<file path="config.mk">
export PLATFORM = sky130hd
export DESIGN_NAME = im_boot_loader_flat
export DESIGN_NICKNAME = d
export VERILOG_FILES = /design/src/rtl/im_boot_loader_if.sv /design/src/rtl/im_boot_loader.sv /design/src/flat_wrapper.sv
export SDC_FILE = /design/constraint.sdc
export NUM_CORES = 1
export LEC_CHECK = 0
export CAP_MARGIN = 10
export CORE_UTILIZATION = 60
export CTS_CLUSTER_SIZE = 24
export DETAILED_ROUTE_END_ITERATION = 16
export DONT_BUFFER_PORTS = 1
export GPL_TIMING_DRIVEN = 0
export PLACE_DENSITY = 0.79
export REMOVE_ABC_BUFFERS = 1
export SKIP_LAST_GASP = 1
export SYNTH_ARGS = -nofsm -noshare
export SYNTH_HDL_FRONTEND = slang
export SYNTH_SLANG_ARGS = --single-unit
</file>
<file path="constraint.sdc">
create_clock -name i_clk -period 10.55 [get_ports i_clk]
set_input_delay 1.055 -clock i_clk [delete_from_list [all_inputs] [get_ports i_clk]]
set_output_delay 1.055 -clock i_clk [all_outputs]
set_load 0.01 [all_outputs]
</file>
<file path="src/rtl/im_boot_loader_if.sv">
// Byte-stream input and instruction-memory write bus of the boot loader.
// Latency: none (wires only).
// Backpressure: the producer holds in_valid/in_data while in_ready is low.
interface im_boot_loader_if #(
    parameter int ADDR_WIDTH = 7
);
    logic                  start;
    logic                  in_valid;
    logic [7:0]            in_data;
    logic                  in_ready;
    logic                  im_we;
    logic [ADDR_WIDTH-1:0] im_addr;
    logic [31:0]           im_wdata;
    logic                  cpu_rstn;
    logic                  done;
    logic                  err;
    logic [15:0]           words_loaded;

    // Host / stream producer side
    modport master (
        output start, in_valid, in_data,
        input  in_ready, im_we, im_addr, im_wdata, cpu_rstn, done, err, words_loaded
    );

    // Loader side
    modport slave (
        input  start, in_valid, in_data,
        output in_ready, im_we, im_addr, im_wdata, cpu_rstn, done, err, words_loaded
    );
endinterface

</file>
<file path="src/rtl/im_boot_loader.sv">
// Loads a length-prefixed, XOR-checksummed byte stream into instruction memory; holds the CPU in reset until it is verified.
// Latency: the 4th byte of a word accepted on edge k gives a one-cycle im_we in the cycle after edge k.
// Backpressure: in_ready is registered, high only while a length, data or checksum byte is expected.
module im_boot_loader #(
    parameter int ADDR_WIDTH = 7,
    parameter int MAX_WORDS  = 128   // must not exceed 2**ADDR_WIDTH
) (
    input logic            i_clk,
    input logic            i_rst,
    im_boot_loader_if.slave bus
);

    typedef enum logic [2:0] {
        S_IDLE,
        S_LEN_HI,
        S_LEN_LO,
        S_DATA,
        S_WRITE,
        S_CSUM,
        S_RUN,
        S_ERR
    } state_t;

    localparam logic [15:0] MAX_WORDS_W = 16'(MAX_WORDS);

    state_t                r_state;
    logic                  r_in_ready;
    logic                  r_im_we;
    logic [ADDR_WIDTH-1:0] r_im_addr;
    logic [31:0]           r_im_wdata;
    logic                  r_cpu_rstn;
    logic                  r_done;
    logic                  r_err;
    logic [15:0]           r_words_loaded;
    logic [15:0]           r_count;       // image length in words
    logic [15:0]           r_index;       // next word address to write
    logic [1:0]            r_byte_idx;    // byte position within the current word
    logic [23:0]           r_word;        // first three bytes of the word in flight
    logic [7:0]            r_csum;        // running XOR of data bytes

    logic                  w_accept;
    logic [15:0]           w_len;
    logic [31:0]           w_word;

    assign w_accept = bus.in_valid & r_in_ready;
    assign w_len    = {r_count[15:8], bus.in_data};
    assign w_word   = {r_word, bus.in_data};

    // Load sequencer: all outputs are registered alongside the state so they change only on clock edges.
    always_ff @(posedge i_clk or posedge i_rst) begin
        if (i_rst) begin
            r_state        <= S_IDLE;
            r_in_ready     <= 1'b0;
            r_im_we        <= 1'b0;
            r_im_addr      <= '0;
            r_im_wdata     <= '0;
            r_cpu_rstn     <= 1'b0;
            r_done         <= 1'b0;
            r_err          <= 1'b0;
            r_words_loaded <= '0;
            r_count        <= '0;
            r_index        <= '0;
            r_byte_idx     <= '0;
            r_word         <= '0;
            r_csum         <= '0;
        end else begin
            r_im_we <= 1'b0;
            unique case (r_state)
                S_IDLE, S_RUN, S_ERR: begin
                    if (bus.start) begin
                        r_state        <= S_LEN_HI;
                        r_in_ready     <= 1'b1;
                        r_cpu_rstn     <= 1'b0;
                        r_done         <= 1'b0;
                        r_err          <= 1'b0;
                        r_words_loaded <= '0;
                        r_index        <= '0;
                        r_csum         <= '0;
                    end
                end
                S_LEN_HI: begin
                    if (w_accept) begin
                        r_count[15:8] <= bus.in_data;
                        r_state       <= S_LEN_LO;
                    end
                end
                S_LEN_LO: begin
                    if (w_accept) begin
                        r_count[7:0] <= bus.in_data;
                        r_byte_idx   <= '0;
                        if (w_len > MAX_WORDS_W) begin
                            r_state    <= S_ERR;
                            r_in_ready <= 1'b0;
                            r_err      <= 1'b1;
                        end else if (w_len == 16'd0) begin
                            r_state <= S_CSUM;
                        end else begin
                            r_state <= S_DATA;
                        end
                    end
                end
                S_DATA: begin
                    if (w_accept) begin
                        r_word     <= w_word[23:0];
                        r_csum     <= r_csum ^ bus.in_data;
                        r_byte_idx <= r_byte_idx + 2'd1;
                        // Fourth byte completes the word: present it on the IM port for exactly one cycle.
                        if (r_byte_idx == 2'd3) begin
                            r_state    <= S_WRITE;
                            r_in_ready <= 1'b0;
                            r_im_we    <= 1'b1;
                            r_im_addr  <= r_index[ADDR_WIDTH-1:0];
                            r_im_wdata <= w_word;
                        end
                    end
                end
                S_WRITE: begin
                    r_index        <= r_index + 16'd1;
                    r_words_loaded <= r_words_loaded + 16'd1;
                    r_in_ready     <= 1'b1;
                    r_state        <= (r_index + 16'd1 == r_count) ? S_CSUM : S_DATA;
                end
                S_CSUM: begin
                    if (w_accept) begin
                        r_in_ready <= 1'b0;
                        if (bus.in_data == r_csum) begin
                            r_state    <= S_RUN;
                            r_cpu_rstn <= 1'b1;
                            r_done     <= 1'b1;
                        end else begin
                            r_state <= S_ERR;
                            r_err   <= 1'b1;
                        end
                    end
                end
                default: begin
                    r_state    <= S_IDLE;
                    r_in_ready <= 1'b0;
                end
            endcase
        end
    end

    assign bus.in_ready     = r_in_ready;
    assign bus.im_we        = r_im_we;
    assign bus.im_addr      = r_im_addr;
    assign bus.im_wdata     = r_im_wdata;
    assign bus.cpu_rstn     = r_cpu_rstn;
    assign bus.done         = r_done;
    assign bus.err          = r_err;
    assign bus.words_loaded = r_words_loaded;

endmodule

</file>
<file path="src/flat_wrapper.sv">
// flat-port wrapper written by rule: the top's interface ports become plain ports
module im_boot_loader_flat 
#(
    parameter int ADDR_WIDTH = 7,
    parameter int MAX_WORDS  = 128                                   
)
  (i_clk, i_rst, bus_start, bus_in_valid, bus_in_data, bus_in_ready, bus_im_we, bus_im_addr, bus_im_wdata, bus_cpu_rstn, bus_done, bus_err, bus_words_loaded);
  im_boot_loader_if #(.ADDR_WIDTH(ADDR_WIDTH)) bus_i ();
  input logic i_clk;
  input logic i_rst;
  input wire logic [$bits(bus_i.start)-1:0] bus_start;
  input wire logic [$bits(bus_i.in_valid)-1:0] bus_in_valid;
  input wire logic [$bits(bus_i.in_data)-1:0] bus_in_data;
  output wire logic [$bits(bus_i.in_ready)-1:0] bus_in_ready;
  output wire logic [$bits(bus_i.im_we)-1:0] bus_im_we;
  output wire logic [$bits(bus_i.im_addr)-1:0] bus_im_addr;
  output wire logic [$bits(bus_i.im_wdata)-1:0] bus_im_wdata;
  output wire logic [$bits(bus_i.cpu_rstn)-1:0] bus_cpu_rstn;
  output wire logic [$bits(bus_i.done)-1:0] bus_done;
  output wire logic [$bits(bus_i.err)-1:0] bus_err;
  output wire logic [$bits(bus_i.words_loaded)-1:0] bus_words_loaded;
  assign bus_i.start = bus_start;
  assign bus_i.in_valid = bus_in_valid;
  assign bus_i.in_data = bus_in_data;
  assign bus_in_ready = bus_i.in_ready;
  assign bus_im_we = bus_i.im_we;
  assign bus_im_addr = bus_i.im_addr;
  assign bus_im_wdata = bus_i.im_wdata;
  assign bus_cpu_rstn = bus_i.cpu_rstn;
  assign bus_done = bus_i.done;
  assign bus_err = bus_i.err;
  assign bus_words_loaded = bus_i.words_loaded;
  im_boot_loader #(.ADDR_WIDTH(ADDR_WIDTH), .MAX_WORDS(MAX_WORDS)) u_core (.i_clk(i_clk), .i_rst(i_rst), .bus(bus_i));
endmodule
</file>
# ---- After elaboration in Yosys (flattened, before gate mapping)
# Index checks and enable logic that the tools add are counted.
dict set report totals {
  output_inout_bits 60
  reg_bits 128
  inputBits 12
  wordCells 98
}
dict set report op_classes {
  n_addsub 3
  n_reduce_logical 20
  n_eq_ne 19
  mux 39
  n_lt_le_gt_ge 1
  bitwise_logic 2
}
# op count
set ops {}
lappend ops {{16-bit case mux with 2 select lines} 2}
lappend ops {{16-bit by 1-bit adder with 16-bit output (second input constant)} 2}
lappend ops {{3-bit two-way mux} 9}
lappend ops {{3-bit case mux with 6 select lines} 1}
lappend ops {{1-bit two-way mux} 17}
lappend ops {{16-bit equality test} 1}
lappend ops {{16-bit by 8-bit greater-than comparator with 1-bit output (second input constant)} 1}
lappend ops {{16-bit logical NOT} 1}
lappend ops {{16-bit two-way mux} 1}
lappend ops {{8-bit two-way mux} 2}
lappend ops {{8-bit case mux with 2 select lines} 1}
lappend ops {{2-bit by 1-bit != test with 1-bit output (second input constant)} 7}
lappend ops {{3-bit equality test (second input constant)} 4}
lappend ops {{6-bit AND reduction} 2}
lappend ops {{3-bit AND reduction} 3}
lappend ops {{8-bit equality test} 1}
lappend ops {{2-bit AND reduction} 4}
lappend ops {{2-bit nonzero test} 4}
lappend ops {{8-bit bitwise XOR} 1}
lappend ops {{7-bit AND reduction} 1}
lappend ops {{3-bit by 2-bit equality test with 1-bit output (second input constant)} 2}
lappend ops {{1-bit case mux with 5 select lines} 1}
lappend ops {{5-bit nonzero test} 1}
lappend ops {{2-bit two-way mux} 2}
lappend ops {{other kinds (12)} 13}

# ---- Depth between registers and ports, before layout
dict set report logic_depth {
  word_depth 5
  depth_mapped 8
  mapped_depth_nobuf 7
}

# ---- Worst setup path before layout
# Ideal clock, no wire load.
dict set report synth_timing {
  kind {input -> register}
  start {in bus_start}
  end {reg u_core.r_index[4]}
  setup_slack_ns 8.248
  setup_ns 0.135
  stages 7
  path_buffers 3
  arrival_time_ns 2.167
  required_ns 10.415
  path_cell_list {clkbuf_1 > o21ai_1 > and2_0 > clkbuf_1 > buf_2 > o21ai_0 > o31ai_1}
}
dict set report synth_via {
  elab_chain_cells 2
}
# item line
set synth_lines {}
lappend synth_lines {{from (decl)} flat_wrapper.sv:11} ;# input wire logic [$bits(bus_i.start)-1:0] bus_start;
lappend synth_lines {{2-bit != test (no line)} -}
lappend synth_lines {{2-bit AND reduction (no line)} -}
lappend synth_lines {{to (signal assigned)} im_boot_loader.sv:118} ;# r_index <= r_index + 16'd1;
lappend synth_lines {{to (decl)} im_boot_loader.sv:36} ;# logic [15:0] r_index;
# No other way between the ends.
# A chain may end at the register's enable or synchronous reset.

# ---- Final worst setup path
dict set report layout_timing {
  start {reg u_core.r_state[0]}
  end {reg u_core.r_words_loaded[12] (netlist: u_core.bus.words_loaded[12])}
}
dict set report layout_via {
  elab_chain_cells 4
  elab_cells_between_ends 9
  classes_between {4 x eq/ne; 1 x mux; 4 x reduce/logical}
}
# item line
set layout_lines {}
lappend layout_lines {{from (decl)} im_boot_loader.sv:26} ;# state_t r_state;
lappend layout_lines {{from (signal assigned)} im_boot_loader.sv:121} ;# r_state <= (r_index + 16'd1 == r_count) ? S_CSUM : S_DATA;
lappend layout_lines {{3-bit equality test / 3-bit logical NOT (equally long branches)} im_boot_loader.sv:68} ;# unique case (r_state)
lappend layout_lines {{3-bit OR reduction} im_boot_loader.sv:68}
lappend layout_lines {{2-bit != test (no line) / 2-bit nonzero test (equally long branches)} -}
lappend layout_lines {{2-bit AND reduction (no line)} -}
lappend layout_lines {{to (signal assigned)} im_boot_loader.sv:119} ;# r_words_loaded <= r_words_loaded + 16'd1;
lappend layout_lines {{to (decl)} im_boot_loader.sv:34} ;# logic [15:0] r_words_loaded;
# Several ways; a longest one is shown, not always the timed one.

==> summary.md <==
| Metric | Value |
|---|---|
| Area fraction of the dominant cell type after synthesis | 53.3% |
| Starting Density | between 60% and 70% |
| Post_cts resized | 0 |
| Die width | between 100 and 150 um |
| Worst Path Buf+Inv | 0 |
| DP Cell Count | 685 |
| Synth Area in Compound Gates | 10.3% |
| DRT iter0 DRCs | 322 |
| Clk sink count | 128 |
| TritonCTS Buffers | 17 |
| CP max FO | 30 |
| Switching pwr | between 0.0005 and 0.0006 W |
| Commonest cells after routing, fill and taps aside | dfrtp_1, nand2_1, mux2_2 |
| DR pass1 iterations | 5 |
| Largest family of logic cells by synthesized area | simple AND/OR/NAND/NOR gates |
| CP max-delay cell | nand2_1 |
| Status | finished, final reports clean |
| Sw frac | 32.3% |
| Average wire per standard cell | 17.2 um |
| Max VDD drop | approximately 140 uV |
| CTS tree | built |
| DRT Wirelength | around 12000 um |
| Vias per cell | 6.01 |
| Clock skew | 5.22 ps |
| CP endpoint kind | flop |
| Root Buffer | clkbuf_8 |
| Core Box Area | 0.00973 mm2 |
| Die span in y | 102 um |
| Clock-pin slew on the worst setup and hold paths | 60 ps |
| Leak | 3.09 nW |
| Top FF cell, synth | dfrtp_1 |
| Layout Nets | a little under 600 |
| Share of power burned in registers | approximately 44% |
| Post-layout util | 68.9% |
| Setup tns final | 0 ps |
| Global Route Usage Sum | 25.7% |
| Dpl cell area | 0.00609 mm2 |
| Power Dens Cells | 261 mW/mm2 |
| Antenna Cells | 0 |
| Min Hold Slack | between 300 and 400 ps |
| Synth Area in XOR/XNOR | about 5.0% |
| Startpoint types | flop |
| Fin. max-slew vios | 0 |
| FMAX | around 350 MHz |
| Crit share post-route | between 20% and 30% |
| Gate Count Post-Synth | 585 |
| Number of core rows | 36 |
| Setup-failing EPs final | 0 |
| Worst-margin pin slew | 1030 ps |
| WS Path Type | flop to flop |
| First-pass GRT wire length | 20600 um |
| Max_cap viols | 0 |
| Simple-gate area share of the yosys netlist | 16.4% |
| Grt ovf | 0 |
| Crit path cell chain | nor2_1 > nand2_1 > or2_2 > or3_1 > o211ai_1 > o31ai_1 |
| Post-synthesis async set-or-reset flop share | 100% |
| Post-synthesis mux area share | a little over a tenth |
| Routability cong. | around 0.85 |
| Vias | 4312 |
| Synth Area per Inst | 10.3 um2 |
| Clock Path Buffers | 2 |
| Synthesized flop and latch total | 128 |
| Synth Area in Adders | 0.625% |
| Worst Path Required | 10950 ps |
| RSZ-0062 raised after global routing | no |
| Synth area leader | dfrtp_1 |
| Ys Warns | 0 |
| Vias in the first global route | 4356 |
| Hold Buf Count CTS | 0 |
| Post-synth EDFFs | 0 |
| Share of cells above drive strength 1 | about 17% |
| Worst Path Arrival | 3230 ps |
| Critical path's largest stage delay | ~600 ps |
| Max-slew headroom | between 30% and 40% |
| Synth area leaders | dfrtp_1, mux2_2, nand2_1 |
| Power share of the combinational group | 21.5% |
| Cell family with most CP delay | simple AND/OR/NAND/NOR gates |
| Mapped cell area | 0.00601 mm2 |
| Min-Delay Path Class | primary input to async pin |
| Commonest non-fill, non-tap cell in the layout | dfrtp_1 |
| Die ar. | 0.0104 mm2 |
| Sequential-to-total area share from yosys stat | 53.3% |
| Clk pwr share | 34.5% |
| Sequential Area | 0.00320 mm2 |
| Min Tclk post-route | 2840 ps |
| Area growth, synth to finish | 11.6% |
| Hold Vio Cnt, Final | 0 |
| Later-pin clock latency in the skew report | approximately 520 ps |
| Area of the multi-input gates | 0.00261 mm2 |
| # fillers | between 700 and 800 |
| ANT nets after route | 0 |
| DRC | 0 |
| Post-synth cell types | 50 |
| Pin count of the biggest net entering global routing | 92 |
| Port bufs | 0 |
| P_int | 0.00119 W |
| Initial antenna violation count | 0 |
| Finished Layout Cells | 717 |
| H-tree depth | 4 |
| Cell area after layout | 0.00671 mm2 |
| Setup Buffers After CTS | 0 |
| Ports | 72 |
| Detailed Place HPWL | 8010 um |
[worst paths after layout]
path,slack (ps),endpoint,cells after the start,startpoint
worst min register to register,470,u_core.r_word[16],2,u_core.r_word[16]
worst min-delay path,380,u_core.r_index[4],1,i_rst
min in group i_clk,470,u_core.r_word[16],2,u_core.r_word[16]
worst max register to register,7710,u_core.bus.words_loaded[12],6,u_core.r_state[0]
worst max-delay path,7710,u_core.bus.words_loaded[12],6,u_core.r_state[0]
max in group asynchronous,9420,u_core.r_word[10],2,i_rst
[area by class of cell]
class | count | area share (%)
clock buffer | 18 | 6.38
clock inverter | 14 | 2.80
inverter | 9 | 0.578
multi-input combinational | 411 | 38.9
sequential | 128 | 47.8
tap | 133 | 2.48
timing repair buffer | 4 | 1.10
[kinds of logic after synthesis]
group,Yosys count
XOR/XNOR,34
adder cells (fa/ha/maj),3
AND/OR/NAND/NOR,212
AO/OA/AOI/OAI,103
flip-flops,128
multiplexers,59
buffers and inverters,46
[layer usage]
metal | vias up | routed length [um] | GRT usage [%]
met2 | 135 | 6130 | 41.9
met4 | 0 | 272 | 11.6
met5 | - | 0 | 0
met3 | 26 | 738 | 7.11
met1 | 2125 | 5200 | 32.1
li1 | 2026 | - | -
[metrics by stage]
step / power (W) / worst slack, ps
6_report: 0.00175 / 7710
2_1_floorplan: 0.00103 / 6080
3_5_place_dp: 0.00115 / 7760
4_1_cts: 0.00176 / 7750
3_3_place_gp: 0.00111 / 4900
5_1_grt: 0.00184 / 7550
[cells in the mapped netlist, types with 6 or more instances]
cell and number:
nor3_1 8, xnor2_1 23, a31oi_1 7, o21ai_0 55, dfrtp_1 128, o31ai_1 9, mux2_2 56, a21oi_1 9
nor4_1 12, buf_4 6, nand2_1 124, nand4_1 11, clkbuf_1 27, xor2_1 11, nand3_1 16, inv_1 9
nor2_1 17
[power by group through the flow]
stage	registers, W	logic (W)	clock network [W]
6_report	0.000770	0.000377	0.000606
5_1_grt	0.000790	0.000421	0.000632
4_1_cts	0.000769	0.000379	0.000610
3_5_place_dp	0.000774	0.000372	0
3_3_place_gp	0.000766	0.000344	0
2_1_floorplan	0.000734	0.000297	0
[registers in the layout, indices dropped and copies added, names as in the netlist]
register,flops
u_core.r_state,3
u_core.bus.im_addr,7
u_core.r_byte_idx,2
u_core.bus.in_ready,1
u_core.r_index,16
u_core.r_csum,8
u_core.bus.err,1
u_core.bus.cpu_rstn,1
u_core.bus.im_wdata,32
u_core.r_count,16
u_core.bus.words_loaded,16
u_core.r_word,24
u_core.bus.im_we,1
[worst register-to-register path: stages (launching register included)]
cell,delay [ps]
dfrtp_1,570
nor2_1,250
nand2_1,600
or2_2,550
or3_1,430
o211ai_1,220
o31ai_1,90
Note: power is estimated with default switching activity, not from simulation.
